File: src/rtl/stage_cordic_prescale_hs_pkg.sv
// stage_cordic_prescale_hs_pkg: angle encoding, gain defaults and sideband layout shared by the prescale stage.
package stage_cordic_prescale_hs_pkg;

    localparam int ANGLE_W_DEF   = 9;
    localparam int QUARTER       = 1 << (ANGLE_W_DEF - 2);
    localparam int GAIN_K_DEF    = 155;
    localparam int GAIN_FRAC_DEF = 8;

    typedef enum logic [1:0] {
        QUAD_0   = 2'b00,
        QUAD_90  = 2'b01,
        QUAD_180 = 2'b10,
        QUAD_270 = 2'b11
    } quad_t;

    localparam int FORM_W     = 4;
    localparam int REF_W      = 8;
    localparam int PIX_W      = 8;
    localparam int COLOR_W    = 12;
    localparam int SIDE_W_DEF = FORM_W + 2 * REF_W + 2 * PIX_W + COLOR_W;

    typedef struct packed {
        logic [FORM_W-1:0]  form;
        logic [REF_W-1:0]   ref_y;
        logic [REF_W-1:0]   ref_x;
        logic [PIX_W-1:0]   pixel_y;
        logic [PIX_W-1:0]   pixel_x;
        logic [COLOR_W-1:0] color;
    } side_t;

    function automatic logic [SIDE_W_DEF-1:0] side_pack(
        input logic [FORM_W-1:0]  form,
        input logic [REF_W-1:0]   ref_y,
        input logic [REF_W-1:0]   ref_x,
        input logic [PIX_W-1:0]   pixel_y,
        input logic [PIX_W-1:0]   pixel_x,
        input logic [COLOR_W-1:0] color
    );
        return {form, ref_y, ref_x, pixel_y, pixel_x, color};
    endfunction

    function automatic side_t side_unpack(input logic [SIDE_W_DEF-1:0] v);
        return side_t'(v);
    endfunction

endpackage

File: src/rtl/stage_cordic_prescale_hs_if.sv
// stage_cordic_prescale_hs_if: input token and output vector handshake bundle of the prescale stage.
interface stage_cordic_prescale_hs_if #(
    parameter int SIZE_W  = 7,
    parameter int ANGLE_W = 9,
    parameter int COORD_W = 19,
    parameter int SIDE_W  = 48
);
    logic                      in_valid;
    logic                      in_ready;
    logic                      in_bubble;
    logic [SIZE_W-1:0]         in_size;
    logic signed [ANGLE_W-1:0] in_angle;
    logic [SIDE_W-1:0]         in_side;
    logic                      out_valid;
    logic                      out_ready;
    logic                      out_bubble;
    logic signed [COORD_W-1:0] cord_x;
    logic signed [COORD_W-1:0] cord_y;
    logic                      enable_cordic;
    logic signed [ANGLE_W-1:0] out_angle;
    logic [SIDE_W-1:0]         out_side;

    modport slave (
        input  in_valid, in_bubble, in_size, in_angle, in_side, out_ready,
        output in_ready, out_valid, out_bubble, cord_x, cord_y, enable_cordic, out_angle, out_side
    );

    modport master (
        output in_valid, in_bubble, in_size, in_angle, in_side, out_ready,
        input  in_ready, out_valid, out_bubble, cord_x, cord_y, enable_cordic, out_angle, out_side
    );
endinterface

File: src/rtl/stage_cordic_prescale_hs_quadrant_map.sv
// stage_cordic_prescale_hs_quadrant_map: places a non-negative magnitude on the axis selected by the quadrant.
module stage_cordic_prescale_hs_quadrant_map
    import stage_cordic_prescale_hs_pkg::*;
#(
    parameter int MAG_W   = 18,
    parameter int COORD_W = 19
) (
    input  quad_t                     quad,
    input  logic [MAG_W-1:0]          mag,
    output logic signed [COORD_W-1:0] x,
    output logic signed [COORD_W-1:0] y
);
    logic signed [COORD_W-1:0] m;

    assign m = COORD_W'(mag);
    assign x = quad == QUAD_0  ? m : quad == QUAD_180 ? -m : '0;
    assign y = quad == QUAD_90 ? m : quad == QUAD_270 ? -m : '0;
endmodule

File: src/rtl/stage_cordic_prescale_hs.sv
// stage_cordic_prescale_hs: two-stage valid/ready pipe building the gain-compensated initial CORDIC vector.
module stage_cordic_prescale_hs
    import stage_cordic_prescale_hs_pkg::*;
#(
    parameter int SIZE_W    = 7,
    parameter int FRAC_W    = 8,
    parameter int COORD_W   = 19,
    parameter int ANGLE_W   = ANGLE_W_DEF,
    parameter int GAIN_K    = GAIN_K_DEF,
    parameter int GAIN_FRAC = GAIN_FRAC_DEF,
    parameter int SIDE_W    = SIDE_W_DEF,
    parameter bit QUAD_EN   = 1'b1
) (
    input logic                     clk,
    input logic                     reset,
    stage_cordic_prescale_hs_if.slave io
);
    localparam int GAIN_W = $clog2(GAIN_K + 1);
    localparam int PROD_W = SIZE_W + FRAC_W + GAIN_W;
    localparam int MAG_W  = COORD_W - 1;
    localparam int RES_W  = ANGLE_W - 2;

    logic                      s1_valid;
    logic                      s1_bubble;
    quad_t                     s1_quad;
    logic [RES_W-1:0]          s1_res;
    logic                      s1_en;
    logic [MAG_W-1:0]          s1_mag;
    logic signed [ANGLE_W-1:0] s1_angle;
    logic [SIDE_W-1:0]         s1_side;
    logic                      s1_adv, s2_adv, in_en;
    logic [PROD_W-1:0]         base, prod, mag_n;
    logic signed [COORD_W-1:0] qx, qy;

    assign s2_adv      = ~io.out_valid | io.out_ready;
    assign s1_adv      = ~s1_valid | s2_adv;
    assign io.in_ready = s1_adv;

    // Gain only matters when iterations run; an exact axis angle keeps the raw magnitude.
    assign in_en = |io.in_angle[RES_W-1:0];
    assign base  = PROD_W'(io.in_size) << FRAC_W;
    assign prod  = base * PROD_W'(GAIN_K);
    assign mag_n = in_en ? prod >> GAIN_FRAC : base;

    always_ff @(posedge clk or negedge reset) begin
        if (!reset) begin
            s1_valid  <= 1'b0;
            s1_bubble <= 1'b0;
            s1_quad   <= QUAD_0;
            s1_res    <= '0;
            s1_en     <= 1'b0;
            s1_mag    <= '0;
            s1_angle  <= '0;
            s1_side   <= '0;
        end else if (s1_adv) begin
            s1_valid  <= io.in_valid;
            s1_bubble <= io.in_bubble;
            s1_quad   <= quad_t'(io.in_angle[ANGLE_W-1 -: 2]);
            s1_res    <= io.in_angle[RES_W-1:0];
            s1_en     <= in_en;
            s1_mag    <= MAG_W'(mag_n);
            s1_angle  <= io.in_angle;
            s1_side   <= io.in_side;
        end
    end

    stage_cordic_prescale_hs_quadrant_map #(
        .MAG_W   (MAG_W),
        .COORD_W (COORD_W)
    ) u_quad (
        .quad (s1_quad),
        .mag  (s1_mag),
        .x    (qx),
        .y    (qy)
    );

    always_ff @(posedge clk or negedge reset) begin
        if (!reset) begin
            io.out_valid     <= 1'b0;
            io.out_bubble    <= 1'b0;
            io.cord_x        <= '0;
            io.cord_y        <= '0;
            io.enable_cordic <= 1'b0;
            io.out_angle     <= '0;
            io.out_side      <= '0;
        end else if (s2_adv) begin
            io.out_valid     <= s1_valid;
            io.out_bubble    <= s1_bubble;
            io.cord_x        <= QUAD_EN ? qx : COORD_W'(s1_mag);
            io.cord_y        <= QUAD_EN ? qy : '0;
            io.enable_cordic <= s1_en;
            io.out_angle     <= QUAD_EN ? ANGLE_W'(s1_res) : s1_angle;
            io.out_side      <= s1_side;
        end
    end
endmodule

File: src/flat_wrapper.sv
// flat-port wrapper written by rule: the top's interface ports become plain ports
module stage_cordic_prescale_hs_flat import stage_cordic_prescale_hs_pkg::*;
#(
    parameter int SIZE_W    = 7,
    parameter int FRAC_W    = 8,
    parameter int COORD_W   = 19,
    parameter int ANGLE_W   = ANGLE_W_DEF,
    parameter int GAIN_K    = GAIN_K_DEF,
    parameter int GAIN_FRAC = GAIN_FRAC_DEF,
    parameter int SIDE_W    = SIDE_W_DEF,
    parameter bit QUAD_EN   = 1'b1
)
  (clk, reset, io_in_valid, io_in_bubble, io_in_size, io_in_angle, io_in_side, io_out_ready, io_in_ready, io_out_valid, io_out_bubble, io_cord_x, io_cord_y, io_enable_cordic, io_out_angle, io_out_side);
  stage_cordic_prescale_hs_if #(.SIZE_W(SIZE_W), .ANGLE_W(ANGLE_W), .COORD_W(COORD_W), .SIDE_W(SIDE_W)) io_i ();
  input logic clk;
  input logic reset;
  input wire logic [$bits(io_i.in_valid)-1:0] io_in_valid;
  input wire logic [$bits(io_i.in_bubble)-1:0] io_in_bubble;
  input wire logic [$bits(io_i.in_size)-1:0] io_in_size;
  input wire logic [$bits(io_i.in_angle)-1:0] io_in_angle;
  input wire logic [$bits(io_i.in_side)-1:0] io_in_side;
  input wire logic [$bits(io_i.out_ready)-1:0] io_out_ready;
  output wire logic [$bits(io_i.in_ready)-1:0] io_in_ready;
  output wire logic [$bits(io_i.out_valid)-1:0] io_out_valid;
  output wire logic [$bits(io_i.out_bubble)-1:0] io_out_bubble;
  output wire logic [$bits(io_i.cord_x)-1:0] io_cord_x;
  output wire logic [$bits(io_i.cord_y)-1:0] io_cord_y;
  output wire logic [$bits(io_i.enable_cordic)-1:0] io_enable_cordic;
  output wire logic [$bits(io_i.out_angle)-1:0] io_out_angle;
  output wire logic [$bits(io_i.out_side)-1:0] io_out_side;
  assign io_i.in_valid = io_in_valid;
  assign io_i.in_bubble = io_in_bubble;
  assign io_i.in_size = io_in_size;
  assign io_i.in_angle = io_in_angle;
  assign io_i.in_side = io_in_side;
  assign io_i.out_ready = io_out_ready;
  assign io_in_ready = io_i.in_ready;
  assign io_out_valid = io_i.out_valid;
  assign io_out_bubble = io_i.out_bubble;
  assign io_cord_x = io_i.cord_x;
  assign io_cord_y = io_i.cord_y;
  assign io_enable_cordic = io_i.enable_cordic;
  assign io_out_angle = io_i.out_angle;
  assign io_out_side = io_i.out_side;
  stage_cordic_prescale_hs #(.SIZE_W(SIZE_W), .FRAC_W(FRAC_W), .COORD_W(COORD_W), .ANGLE_W(ANGLE_W), .GAIN_K(GAIN_K), .GAIN_FRAC(GAIN_FRAC), .SIDE_W(SIDE_W), .QUAD_EN(QUAD_EN)) u_core (.clk(clk), .reset(reset), .io(io_i));
endmodule
File: config.mk
export PLATFORM = sky130hd
export DESIGN_NAME = stage_cordic_prescale_hs_flat
export DESIGN_NICKNAME = d
export VERILOG_FILES = /design/src/rtl/stage_cordic_prescale_hs_pkg.sv /design/src/rtl/stage_cordic_prescale_hs_if.sv /design/src/rtl/stage_cordic_prescale_hs_quadrant_map.sv /design/src/rtl/stage_cordic_prescale_hs.sv /design/src/flat_wrapper.sv
export SDC_FILE = /design/constraint.sdc
export NUM_CORES = 1
export LEC_CHECK = 0
export ABC_CLOCK_PERIOD_IN_PS = 4700
export CAP_MARGIN = 10
export CORE_ASPECT_RATIO = 2
export CORE_MARGIN = 1.5
export CORE_UTILIZATION = 65
export DETAILED_ROUTE_END_ITERATION = 16
export DONT_BUFFER_PORTS = 1
export PLACE_DENSITY = 0.81
export RECOVER_POWER = 100
export SYNTH_ARGS = -nofsm -noshare
export SYNTH_HDL_FRONTEND = slang
export SYNTH_SLANG_ARGS = --single-unit
File: constraint.sdc
create_clock -name clk -period 4.7 [get_ports clk]
set_input_delay 1.175 -clock clk [delete_from_list [all_inputs] [get_ports clk]]
set_output_delay 1.175 -clock clk [all_outputs]
set_load 0.01 [all_outputs]
==> out/results.env, run 1 <==
SYNTHCELLS=835
YOSYS_MOST_USED_DFF='dfrtp_1'
RUN_STATUS='finished with violations'
DRT_PRE_ANTENNA_ITERS=13
FINALWEIGHTEDCONGESTION=0.897
DETAIL_ROUTE.DRC_VIOLATIONS=2
DIE_H_UM=157
IO_BUFFERS=0
CRITPATHMOSTFREQUENTCELL='fa_1'
FINAL.SETUP_SKEW_NS=0.0130
SYNTH.TOP_CELLS.BY_AREA='dfrtp_1 (56%), nand2_1 (20%), ha_1 (6.4%)'
CRITICAL_PATH.CELL_CHAIN='inv_1 > ha_1 > fa_1 > inv_1 > fa_1 > fa_1 > ha_1 > and3_1 > a221oi_1 > a21oi_1 > xor2_1 > mux2i_1 > o21ai_0'
SHARE_COMB_OF_TOTAL_POWER=0.190
POST_CTS_BUFFERS=0
DETAIL_ROUTE.VIAS_PER_CELL=5.90
POST_LAYOUT_MIN_PERIOD_NS=4.53
SYNTH-WARNING-COUNT=0
ROUTED_WIRE_LENGTH_PER_INSTANCE_UM=19.1
FAILED_CHECKS='design-rule violations, max-capacitance violations, max-slew violations'
POWER_FRAC_CLOCK=0.346
WORST_PATH_LARGEST_CELL_DELAY_NS=0.55
PLACEMENTROWS=56
CRITICAL_PATH_REQUIRED_NS=4.92
POWER.SWITCHING_W=0.00141
FINAL_NETS=936
CRIT-REG2REG-CAPTURE='u_core.s1_mag[11]$_DFFE_PN0P_'
CTS_HTREE_LEVELS=4
CP-ENDPOINT='u_core.s1_mag[10]$_DFFE_PN0P_'
STARTING_DENSITY_OF_THE_CORE=0.659
DPL.CELL_COUNT=945
ROOT_BUFFER='clkbuf_16'
WORSTSETUPSTARTPOINTTYPE='input port'
SETUP_VIOL=0
CLK_PIN_SLEW_NS=0.07
TRITONCTS='built'
CP_DATA_ARRIVAL_TIME_NS=4.75
PLACE.DETAILED.HPWL_UM=12700
POST_SYNTH_INSTANCE_AREA_UM2=7660
SYNTH.FF_LATCH_COUNT=171
NUMBER_OF_ANTENNA_VIOLATIONS_AT_THE_FIRST_CHECK_IN_GLOBAL_ROUTING=1
MAX_CAP_VIOL_COUNT=4
DETAILROUTE.VIA_COUNT=5761
AREA_GROWTH_PCT=9.10
CORE_AREA_UM2=11600
REG2REG_DEPTH=6
FILLERS=843
DETAIL_ROUTE.WIRELENGTH_UM=18700
WORST_SETUP_PATH_END_KIND='flip-flop'
DIEWIDTH_UM=79.8
CTS_RESIZED=0
FP.DIEAREA_UM2=12500
GR-USAGE-ALL-LAYERS=0.312
GRT_PASS1_WL_UM=29400
CTS_BUFFER_DEPTH=2
CTS_HOLD_BUF=0
PWR-SHARE-SEQ=0.465
CLK-INSERTION-DELAY-LATE_NS=0.42
CP_SLOWEST_CELL='a221oi_1'
WORST_SLACK_NS=0.175
FMAX_GHz=0.221
AVGSYNTHCELLAREA_UM2=9.18
POST-PLACE-WS_NS=-0.129
LAYOUTNONFILLERINSTCOUNT=977
SETUP.WORST_PATH.START='io_in_size[5]'
POWER_W=0.00439
MAXIMUM_NUMBER_OF_PINS_ON_ONE_NET_BEFORE_GLOBAL_ROUTE_REPAIR=172
DETAIL-ROUTE-ANTENNA-NETS=0
POWER-PER-CELL-AREA_nW_PER_UM2=525
SYNTH.LIB_CELLS_USED.DISTINCT=42
YS_ASYNC_SR_FRACTION=1.00
POWER.INTERNAL_W=0.00298
NUMBER_OF_BUFFERS_CREATED_BY_CTS=17
SYNTH_SEQUENTIAL_AREA_RATIO=0.558
FIN_CRIT_SH=0.963
REGTOREGSTARTPOINT='u_core.io.out_valid$_DFFE_PN0P_'
SYNTH.TOP_CELLS.BY_COUNT='nand2_1 (403), dfrtp_1 (171), o21ai_0 (41)'
IR_DROP_mV=0.336
TIMING.SETUP.CRITICAL_PATH_CLASS='input port to flip-flop'
SETUP.REG_TO_REG.WORST_SLACK_NS=1.02
WORST_SLEW_MARGIN_REL=-0.937
FINAL_MAX_SLEW_VIOL_COUNT=279
TIGHTESTPINTRANSITION_NS=2.91
IO_PINS=168
FINALHOLDVIOLATIONS=0
RSZ_0062_RAISED_AFTER_GLOBAL_ROUTING='false'
CTS.SINKS=171
GRT-OVFL-TOTAL=0
NUMBER_OF_GLOBAL_ROUTE_VIAS_BEFORE_REPAIR=6018
POWER_SWITCHING_SHARE=0.320
WORSTPATHMAXFANOUT=6
SYNTH_LARGEST_AREA_CELL='dfrtp_1'
LEAK_PWR_nW=4.35
MOST_FREQUENTLY_USED_CELL_TYPE_IN_THE_POST_SYNTHESIS_NETLIST='nand2_1'
TIMING.HOLD.WORST.CLASS='input port to asynchronous set/reset pin'
DRTITER0DRC=429
SYNTH_ENABLE_FLOP_CELLS=0
LAYOUT-DRIVE-GT1-SHARE=0.0481
SYNTH_TOP_AREA_SHARE=0.558
## cell type report
type	instances	area (µm²)	share of cell area
Antenna cell	1	2.50	0.000299
Clock buffer	18	439	0.0525
Clock inverter	13	201	0.0241
Inverter	14	52.6	0.00629
Multi-Input combinational cell	607	3160	0.378
Sequential cell	171	4280	0.512
Tap cell	145	181	0.0217
Timing Repair Buffer	8	43.8	0.00524
## worst max-delay path, delay by kind of cell
family	cells	cell delay, ns
AOI/OAI and AO/OA	3	0.85
xor gates and xnor gates	1	0.20
adders and majority gates	5	2.08
buffers and inverters	2	0.07
muxes	1	0.17
and+or+nand+nor	1	0.19
## worst min-delay path by stage
stage	cells after the start	startpoint	slack [ns]	endpoint
2_1_floorplan	1	u_core.s1_valid$_DFFE_PN0P_	0.43	u_core.io.out_valid$_DFFE_PN0P_
3_3_place_gp	1	u_core.s1_valid$_DFFE_PN0P_	0.44	u_core.io.out_valid$_DFFE_PN0P_
3_5_place_dp	2	u_core.s1_side[18]$_DFFE_PN0P_	0.46	u_core.s1_side[18]$_DFFE_PN0P_
4_1_cts	0	reset	0.44	u_core.io.out_side[0]$_DFFE_PN0P_
5_1_grt	0	reset	0.42	u_core.io.out_side[5]$_DFFE_PN0P_
6_report	0	reset	0.45	u_core.io.out_side[0]$_DFFE_PN0P_
## sequential cells by signal, summed over array words and instances (netlist names)
register	count
u_core.io.enable_cordic	1
u_core.s1_mag	15
u_core.io.cord_x	19
u_core.s1_valid	1
u_core.s1_res	7
u_core.io.cord_y	19
u_core.io.out_angle	7
u_core.s1_side	48
u_core.io.out_side	48
u_core.s1_en	1
u_core.s1_quad	2
u_core.s1_bubble	1
u_core.io.out_bubble	1
u_core.io.out_valid	1
## logic make-up (layout without fill, tap and decap cells)
logic type / after synthesis / count (layout) / share of synthesized area
buf+inv: 58 / 53 / 0.0297
other cells: 1 / 3 / 0.000489
fa+ha+maj: 48 / 48 / 0.0872
flops: 171 / 171 / 0.558
xor+xnor: 22 / 22 / 0.0251
mux: 2 / 2 / 0.00261
compound gates: 80 / 80 / 0.0632
simple gates: 453 / 453 / 0.233
## per-layer routing
metal	part of all wire	wire length [µm]	GRT usage	up-vias
met4	0.057	1060	0.168	0
met3	0.055	1030	0.0793	67
met5	0	0	0	-
li1	-	-	-	2626
met1	0.34	6330	0.315	2845
met2	0.55	10300	0.568	223
## through the flow
stage | TNS (ns) | cell area [µm²] | util | hold WS (ns)
CTS | 0 | 8380 | 0.721 | 0.436
global placement | -0.0173 | 7740 | 0.666 | 0.441
finish | 0 | 8360 | 0.719 | 0.455
global route | 0 | 8360 | 0.719 | 0.424
detailed placement | -0.358 | 7740 | 0.666 | 0.456
floorplan | 0 | 7670 | - | 0.425
## power groups by stage
| stage | clock [W] | combinational (W) | sequential, W |
|---|---|---|---|
| final | 0.00152 | 0.000832 | 0.00204 |
| after global routing | 0.00160 | 0.000921 | 0.00206 |
| after CTS | 0.00153 | 0.000823 | 0.00203 |
| after detailed placement | 0 | 0.000808 | 0.00206 |
| after global placement | 0 | 0.000758 | 0.00204 |
| after floorplan | 0 | 0.000610 | 0.00197 |
## cell usage in the layout, fill, tap and decap left out, drive strengths merged, types with 8 or more instances in the layout
cell,n
a21oi,13
nor2,10
ha,39
inv,21
o21ai,41
dfrtp,171
clkbuf,23
fa,9
xor2,14
nand3,11
nand2,403
xnor2,8
Note: power is estimated with default switching activity, not from simulation.
==> run 2: changes to the inputs <==
--- a/config.mk
+++ b/config.mk
@@ -6,7 +6,6 @@
 export NUM_CORES = 1
 export LEC_CHECK = 0
 export ABC_CLOCK_PERIOD_IN_PS = 4700
-export CAP_MARGIN = 10
 export CORE_ASPECT_RATIO = 2
 export CORE_MARGIN = 1.5
 export CORE_UTILIZATION = 65
==> results of run 2 <==
Same layout as run 1: the final DEF is identical, and so are final timing and power.
